## config.mk

```make
export PLATFORM = sky130hd
export DESIGN_NAME = tfc_delay_ctrl
export DESIGN_NICKNAME = d
export VERILOG_FILES = /design/src/rtl/tfc_delay_ctrl.sv
export SDC_FILE = /design/constraint.sdc
export NUM_CORES = 1
export LEC_CHECK = 0
export BUFFER_PORTS_ARGS = -buffer_cell sky130_fd_sc_hd__buf_2
export CAP_MARGIN = 20
export CORE_UTILIZATION = 24
export CTS_BUF_LIST = sky130_fd_sc_hd__clkbuf_4
export DETAILED_ROUTE_END_ITERATION = 10
export PLACE_DENSITY_LB_ADDON = 0.1
export SLEW_MARGIN = 10
export SYNTH_ARGS = -nofsm -noshare
export SYNTH_HDL_FRONTEND = slang
export SYNTH_SLANG_ARGS = --single-unit
```

## constraint.sdc

```tcl
create_clock -name main_clk -period 2 [get_ports main_clk]
set_input_delay 0.2 -clock main_clk [delete_from_list [all_inputs] [get_ports main_clk]]
set_output_delay 0.2 -clock main_clk [all_outputs]
set_load 0.1 [all_outputs]
```

## src/rtl/tfc_delay_ctrl.sv

```systemverilog
// tfc_delay_ctrl: validates delay-length requests, applies them to fifo_len on an
// orbit sync strobe and blanks the delayed TFC output until the tap change settles.
module tfc_delay_ctrl #(
  parameter int MAX_LEN = 254,
  parameter int RESET_LEN = 0,
  parameter int SYNC_TIMEOUT = 3564
) (
  input  logic       main_clk,
  input  logic       rst_n,
  input  logic [7:0] cfg_len,
  input  logic       cfg_req,
  output logic       cfg_ack,
  output logic       cfg_err,
  input  logic       sync_in,
  output logic [7:0] fifo_len,
  output logic       out_blank,
  output logic       busy
);
  typedef enum logic [1:0] {IDLE, WAIT_SYNC, SETTLE} state_t;
  localparam logic [11:0] T_LAST = 12'(SYNC_TIMEOUT - 1);
  state_t state, state_nxt;
  logic [7:0] fifo_len_nxt, pending_len, pending_nxt, settle_cnt, settle_nxt;
  logic [11:0] tcnt, tcnt_nxt;
  logic armed, armed_nxt, ack_nxt, err_nxt, blank_nxt, accept, over;
  assign accept = cfg_req && armed && state == IDLE;
  assign over = 32'(cfg_len) > MAX_LEN;
  always_comb begin
    state_nxt = state;
    fifo_len_nxt = fifo_len;
    pending_nxt = pending_len;
    settle_nxt = settle_cnt;
    tcnt_nxt = tcnt;
    ack_nxt = 1'b0;
    err_nxt = 1'b0;
    blank_nxt = out_blank;
    case (state)
      IDLE: if (accept) begin
        if (over || cfg_len == fifo_len) begin
          ack_nxt = 1'b1;
          err_nxt = over;
        end else begin
          pending_nxt = cfg_len;
          tcnt_nxt = 12'd0;
          state_nxt = WAIT_SYNC;
        end
      end
      WAIT_SYNC: if (sync_in) begin
        fifo_len_nxt = pending_len;
        // settling must cover the longer of the two tap paths
        settle_nxt = fifo_len > pending_len ? fifo_len : pending_len;
        blank_nxt = 1'b1;
        state_nxt = SETTLE;
      end else if (tcnt == T_LAST) begin
        ack_nxt = 1'b1;
        err_nxt = 1'b1;
        state_nxt = IDLE;
      end else begin
        tcnt_nxt = tcnt == 12'hfff ? tcnt : tcnt + 12'd1;
      end
      SETTLE: if (settle_cnt == 8'd0) begin
        blank_nxt = 1'b0;
        ack_nxt = 1'b1;
        state_nxt = IDLE;
      end else begin
        settle_nxt = settle_cnt - 8'd1;
      end
      default: state_nxt = IDLE;
    endcase
    // disarm at the ack edge so a still-held request cannot retrigger
    armed_nxt = ack_nxt ? 1'b0 : !cfg_req ? 1'b1 : armed;
  end
  always_ff @(posedge main_clk or negedge rst_n) begin
    if (!rst_n) begin
      state <= IDLE;
      fifo_len <= 8'(RESET_LEN);
      pending_len <= 8'd0;
      settle_cnt <= 8'd0;
      tcnt <= 12'd0;
      armed <= 1'b1;
      cfg_ack <= 1'b0;
      cfg_err <= 1'b0;
      out_blank <= 1'b0;
      busy <= 1'b0;
    end else begin
      state <= state_nxt;
      fifo_len <= fifo_len_nxt;
      pending_len <= pending_nxt;
      settle_cnt <= settle_nxt;
      tcnt <= tcnt_nxt;
      armed <= armed_nxt;
      cfg_ack <= ack_nxt;
      cfg_err <= err_nxt;
      out_blank <= blank_nxt;
      busy <= state_nxt != IDLE;
    end
  end
endmodule

```

# Yosys cells after proc, flatten, opt, wreduce, memory -nomap -nowiden
# Index checks and enable logic that the tools add are counted.
dict set report word_totals {
  regBits 43
  output_inout_bits 12
  input_bits 12
}
dict set report classes {
  n_bitwise 1
  muxes 30
  reduce_logical 13
  n_eq_ne 14
  addsub 2
  order_cmp 2
}
# cell n
set op_table {}
lappend op_table {{$mux W12} 5}
lappend op_table {{$eq A12 B12 Y1 const B} 2}
lappend op_table {{$mux W8} 3}
lappend op_table {{$pmux W12 S2} 1}
lappend op_table {{$ne A2 B2 Y1 const B} 8}
lappend op_table {{$pmux W8 S2} 1}
lappend op_table {{$add A12 B1 Y12 const B} 1}
lappend op_table {{$mux W1} 11}
lappend op_table {{$mux W2} 5}
lappend op_table {{$reduce_and A3 Y1} 3}
lappend op_table {{$eq A8 B8 Y1} 1}
lappend op_table {{$gt A8 B8 Y1} 1}
lappend op_table {{$gt A8 B8 Y1 const B} 1}
lappend op_table {{$logic_not A8 Y1} 1}
lappend op_table {{$sub A8 B1 Y8 const B} 1}
lappend op_table {{$pmux W2 S3} 1}
lappend op_table {{$reduce_and A6 Y1} 1}
lappend op_table {{$reduce_bool A2 Y1} 3}
lappend op_table {{$pmux W1 S2} 2}
lappend op_table {{$pmux W1 S3} 1}
lappend op_table {{$eq A2 B1 Y1 const B} 1}
lappend op_table {{$eq A2 B2 Y1 const B} 1}
lappend op_table {{$logic_and A1 B1 Y1} 2}
lappend op_table {{$logic_not A2 Y1} 1}
lappend op_table {{other kinds (4)} 4}

# Longest topological paths before layout
dict set report depth {
  word_depth 6
  depth_mapped 8
}

# Worst setup path before layout
# OpenSTA, ideal clock, no wires.
dict set report synth_timing {
  kind {register to register}
  startpoint {register fifo_len[5]}
  endpoint {register settle_cnt[0]}
  arrival_time_ns 2.440
  stages_incl_launch_ff 8
  synth_period_minus_slack_ns 2.576
  slack_ns -0.576
  cell_sequence {dfrtp_1 > ha_1 > a211o_1 > a21oi_1 > nand3_1 > nand2_1 > mux2i_1 > o21ai_0}
}
dict set report synth_between {
  elab_chain_cells 4
}
# item line
set synth_lines {}
lappend synth_lines {{from (decl)} 15} ;# output logic [7:0] fifo_len,
lappend synth_lines {{from (signal assigned)} 75} ;# fifo_len <= 8'(RESET_LEN);
lappend synth_lines {{from (signal assigned)} 86} ;# fifo_len <= fifo_len_nxt;
lappend synth_lines {{$gt A8 B8 Y1} 50} ;# settle_nxt = fifo_len > pending_len ? fifo_len : pending_len;
lappend synth_lines {{$mux W8} 50}
lappend synth_lines {{$mux W8} 47} ;# WAIT_SYNC: if (sync_in) begin
lappend synth_lines {{$pmux W8 S2} 36} ;# case (state)
lappend synth_lines {{to (signal assigned)} 88} ;# settle_cnt <= settle_nxt;
lappend synth_lines {{to (decl)} 22} ;# logic [7:0] fifo_len_nxt, pending_len, pending_nxt, settle_cnt, settle_nxt;
# No other way between the ends. The select of a mux whose other input is x is not followed.
# A chain may end at the register's enable or synchronous reset.

# Worst setup path after layout
dict set report layout_timing {
  startpoint {register settle_cnt[1]}
  endpoint {register settle_cnt[7]}
}
dict set report layout_between {
  elab_chain_cells 3
  word_cells_on_any_way 6
  cone_classes {add/sub (1); eq/ne (1); mux (2); reduce/logical (2)}
}
# item line
set layout_lines {}
lappend layout_lines {{$sub A8 B1 Y8 / $logic_not A8 Y1 (equally long branches)} {65, 60}}
lappend layout_lines {{$mux W8 / $ne A2 B2 Y1 (equally long branches)} n/a}
lappend layout_lines {{$pmux W8 S2 / $reduce_and A3 Y1 (equally long branches)} n/a}
# Parallel ways exist; a longest one is shown, timed or not. The select of a mux whose other input is x is not followed.

==> impl_metrics.csv <==
group,metric,value,unit
power,power-per-cell-area,1569,nW/um2
worst_setup_path,startpoint_class,"flip-flop",
power,psw,2.323,mW
worst_setup_path,reg2reg_from,"settle_cnt[1]$_DFFE_PN0P_",
worst_setup_path,reg2reg_setup_slack,0.09,ns
power,clock_power_share,11.6,%
die,chipHeight,101.5,um
drt,drt-pass1-iter-count,4,
finish,utilization_of_the_core_after_routing,32.08,%
logic_synthesis,synth-async-reset-ratio,100.0,%
run,drv_cap,0,
drt,post_drt_wl_per_cell,13.94,um
cts,numCtsBuffers,5,
power,cellInternalPower,2.416,mW
cts,ctsLongestPathBuffers,2,
global_route,antenna_found_initial,0,
power,comb_power_share,58.1,%
logic_synthesis,synth.largest_area_cell,"sky130_fd_sc_hd__dfrtp_1",
drt,detailedRoute.firstIterationViolations,88,
global_route,grt_pass1_wl,10.44,mm
drt,wirelength,6.162,mm
logic_synthesis,synth_top_area_share,44.21,%
worst_setup_path,timing.critical_path.arrival,2.20,ns
power,switching_share,49.02,%
timing,report.final.setup_viol,0,
drt,drtAntennaViolNets,0,
cts,cts.clk_slew.worst_paths,0.14,ns
cts,htree_num_levels,2,
worst_hold_path,min-delay-path-class,"input pin to flip-flop",
die,count_of_boundary_i_o_pins,24,
place,post-dp-hpwl,4.827,mm
global_route,grt_util_all_layers,13.35,%
logic_synthesis,synth.ff_latch_count,43,
cts,worst_skew_pair.late_latency,0.36,ns
logic_synthesis,synthMostInstantiatedCell,"sky130_fd_sc_hd__dfrtp_1",
cts,clkSinkCount,43,
die,row_count,35,
finish,growth_of_design_area_from_synthesis_to_finish,27.05,%
timing,hold_worst_slack,0.09674,ns
timing,fmaxAchievable,523.2,MHz
place,gp_congestion,0.7997,
die,die_w,101.5,um
timing,worst-slew-pin-transition,0.4865,ns
outcome,status,"completed",
worst_setup_path,critPathKind,"flip-flop to flip-flop",
worst_setup_path,critical_path_required,2.29,ns
place,placement.setup.worst_slack,0.06211,ns
global_route,grt_start_max_net_pins,28,
timing,slew_violations,0,
logic_synthesis,yosys_warnings,0,
worst_hold_path,worst_hold_startpoint,"cfg_len[1]",
die,floorplan.core_area,9415,um2
drt,detailroute.via_count,1977,
finish,insertedDiodeCount,0,
finish,finalNetCount,335,
worst_setup_path,cp-startpoint,"settle_cnt[1]$_DFFE_PN0P_",
die,die_area,10310,um2
global_route,grt.overflow.total,0,
timing,maxSlewHeadroom,67.79,%
logic_synthesis,netlist-cell-type-count,46,
timing,clock_skew,0.01224,ns
global_route,grt_pass1_vias,2017,
logic_synthesis,netlist_top_cells_count,"sky130_fd_sc_hd__dfrtp_1 (42), sky130_fd_sc_hd__nand2_1 (32), sky130_fd_sc_hd__a21oi_1 (24)",
timing,finalHoldViolCount,0,
worst_setup_path,cp-end-kind,"flip-flop",
logic_synthesis,post_synth_inst_count,258,
timing,setup_repair_after_global_routing_missed_its_margin,"no",
logic_synthesis,synth_area_per_cell,9.214,um2
logic_synthesis,synth_top_flop_cell,"sky130_fd_sc_hd__dfrtp_1",
timing,fin_tns_setup,0,ns
die,start_util,25.25,%
logic_synthesis,post_synth_main_area_contributors,"sky130_fd_sc_hd__dfrtp_1 (44%), sky130_fd_sc_hd__ha_1 (5.8%), sky130_fd_sc_hd__a21oi_1 (5.1%)",
cts,ctsRootBufferMaster,"sky130_fd_sc_hd__clkbuf_4",
finish,final_layout_size_suffix_gt1_share,27.48,%
timing,period_needed,1.911,ns
logic_synthesis,synth.cell_area,2377,um2
power,worst_ir_drop_vdd,0.0006479,V
power,share_seq_of_total_power,30.2,%
place,place.port_buffers,23,
timing,timing.final.crit_share,95.57,%
cts,tritoncts,"yes",
drt,routed_via_density,4.473,
logic_synthesis,synth-edff-count,0,
drt,drc,0,
timing,setup_slack,0.08851,ns
logic_synthesis,synthesis.nets,281,
logic_synthesis,synth_sequential_area_ratio,45.32,%
worst_setup_path,worstPathMaxFanout,3,
power,p_leak,1.303,nW
-- power by group through the flow --
| stage | combinational (mW) | clock, mW | sequential [mW] |
|---|---|---|---|
| 2_1_floorplan | 1.36 | 0 | 2.00 |
| 3_3_place_gp | 2.70 | 0 | 1.45 |
| 3_5_place_dp | 2.69 | 0 | 1.45 |
| 4_1_cts | 2.71 | 0.580 | 1.43 |
| 5_1_grt | 3.05 | 0.610 | 1.48 |
| 6_report | 2.75 | 0.551 | 1.43 |
-- logic make-up after synthesis --
logic type / synth area share (%)
AO/OA/AOI/OAI: 18.32
XOR/XNOR: 4.790
adder cells (fa/ha/maj): 5.789
buffers and inverters: 3.473
flip-flops: 45.32
multiplexers: 1.737
AND/OR/NAND/NOR: 20.58
-- cell type report --
type                    instances  area (um2)
clock buffers                   5       37.54
multi-input cells             195        1266
fillers                       983        6395
flip-flops and latches         43        1097
inverters                      15       56.30
clock inverters                 3       38.79
well taps                     129       161.4
repair buffers                 52       362.8
-- sequential cells by signal (all words and copies together) (netlist names) --
name and cells:
armed 1, busy 1, cfg_ack 1, cfg_err 1
fifo_len 8, out_blank 1, pending_len 8, settle_cnt 8
state 2, tcnt 12
-- metal layers --
| metal | vias to the layer above | wire [um] | GRT usage, % |
|---|---|---|---|
| met5 | - | 0 | 0 |
| met4 | 0 | 73 | 3.679 |
| met3 | 5 | 132 | 2.346 |
| met2 | 18 | 2629 | 19.44 |
| met1 | 919 | 3327 | 20.07 |
| li1 | 1035 | - | - |
-- timing repair --
item                                   CTS  global route
setup buffers                            0             2
resized for setup                        0             2
setup endpoints to repair                0            10
hold buffers                             2             0
endpoints found under the hold margin   17             0
-- path summary, 6_finish.rpt --
kind | to | cells after the start
min in group asynchronous | settle_cnt[1]$_DFFE_PN0P_ | 2
max in group asynchronous | armed$_DFFE_PN1P_ | 3
setup / recovery | settle_cnt[7]$_DFFE_PN0P_ | 6
hold reg to reg | armed$_DFFE_PN1P_ | 2
hold / removal | pending_len[1]$_DFFE_PN0P_ | 3
setup reg to reg | settle_cnt[7]$_DFFE_PN0P_ | 6
-- worst max-delay path, cell delays in order (launching register included) --
cell and delay [ns]:
sky130_fd_sc_hd__dfrtp_1 0.43, sky130_fd_sc_hd__or3_4 0.38, sky130_fd_sc_hd__or3_4 0.34, sky130_fd_sc_hd__or3_1 0.33
sky130_fd_sc_hd__a21oi_1 0.15, sky130_fd_sc_hd__o22ai_1 0.11, sky130_fd_sc_hd__a21oi_2 0.11
-- cell usage in the layout (no fill, tap or decap), types with 5 or more instances in the layout --
cell type                   n
sky130_fd_sc_hd__a21oi_1   22
sky130_fd_sc_hd__buf_2     23
sky130_fd_sc_hd__buf_4     25
sky130_fd_sc_hd__clkbuf_4   5
sky130_fd_sc_hd__dfrtp_1   34
sky130_fd_sc_hd__ha_1       8
sky130_fd_sc_hd__inv_1     15
sky130_fd_sc_hd__nand2_1   31
sky130_fd_sc_hd__nand3_1   13
sky130_fd_sc_hd__nand4_1   10
sky130_fd_sc_hd__nor2_1    18
sky130_fd_sc_hd__nor3_1     5
sky130_fd_sc_hd__o21ai_0   13
sky130_fd_sc_hd__o21ai_1   12
sky130_fd_sc_hd__xnor2_1   10
-- through the flow --
stage | power [mW] | std cells | instance area (um2)
finish | 4.738 | 442 | 3020
global route | 5.141 | 442 | 3020
CTS | 4.718 | 440 | 2982
detailed placement | 4.139 | 430 | 2885
global placement | 4.155 | 430 | 2885
floorplan | 3.358 | 258 | 2435
(Power assumes the default switching activity.)
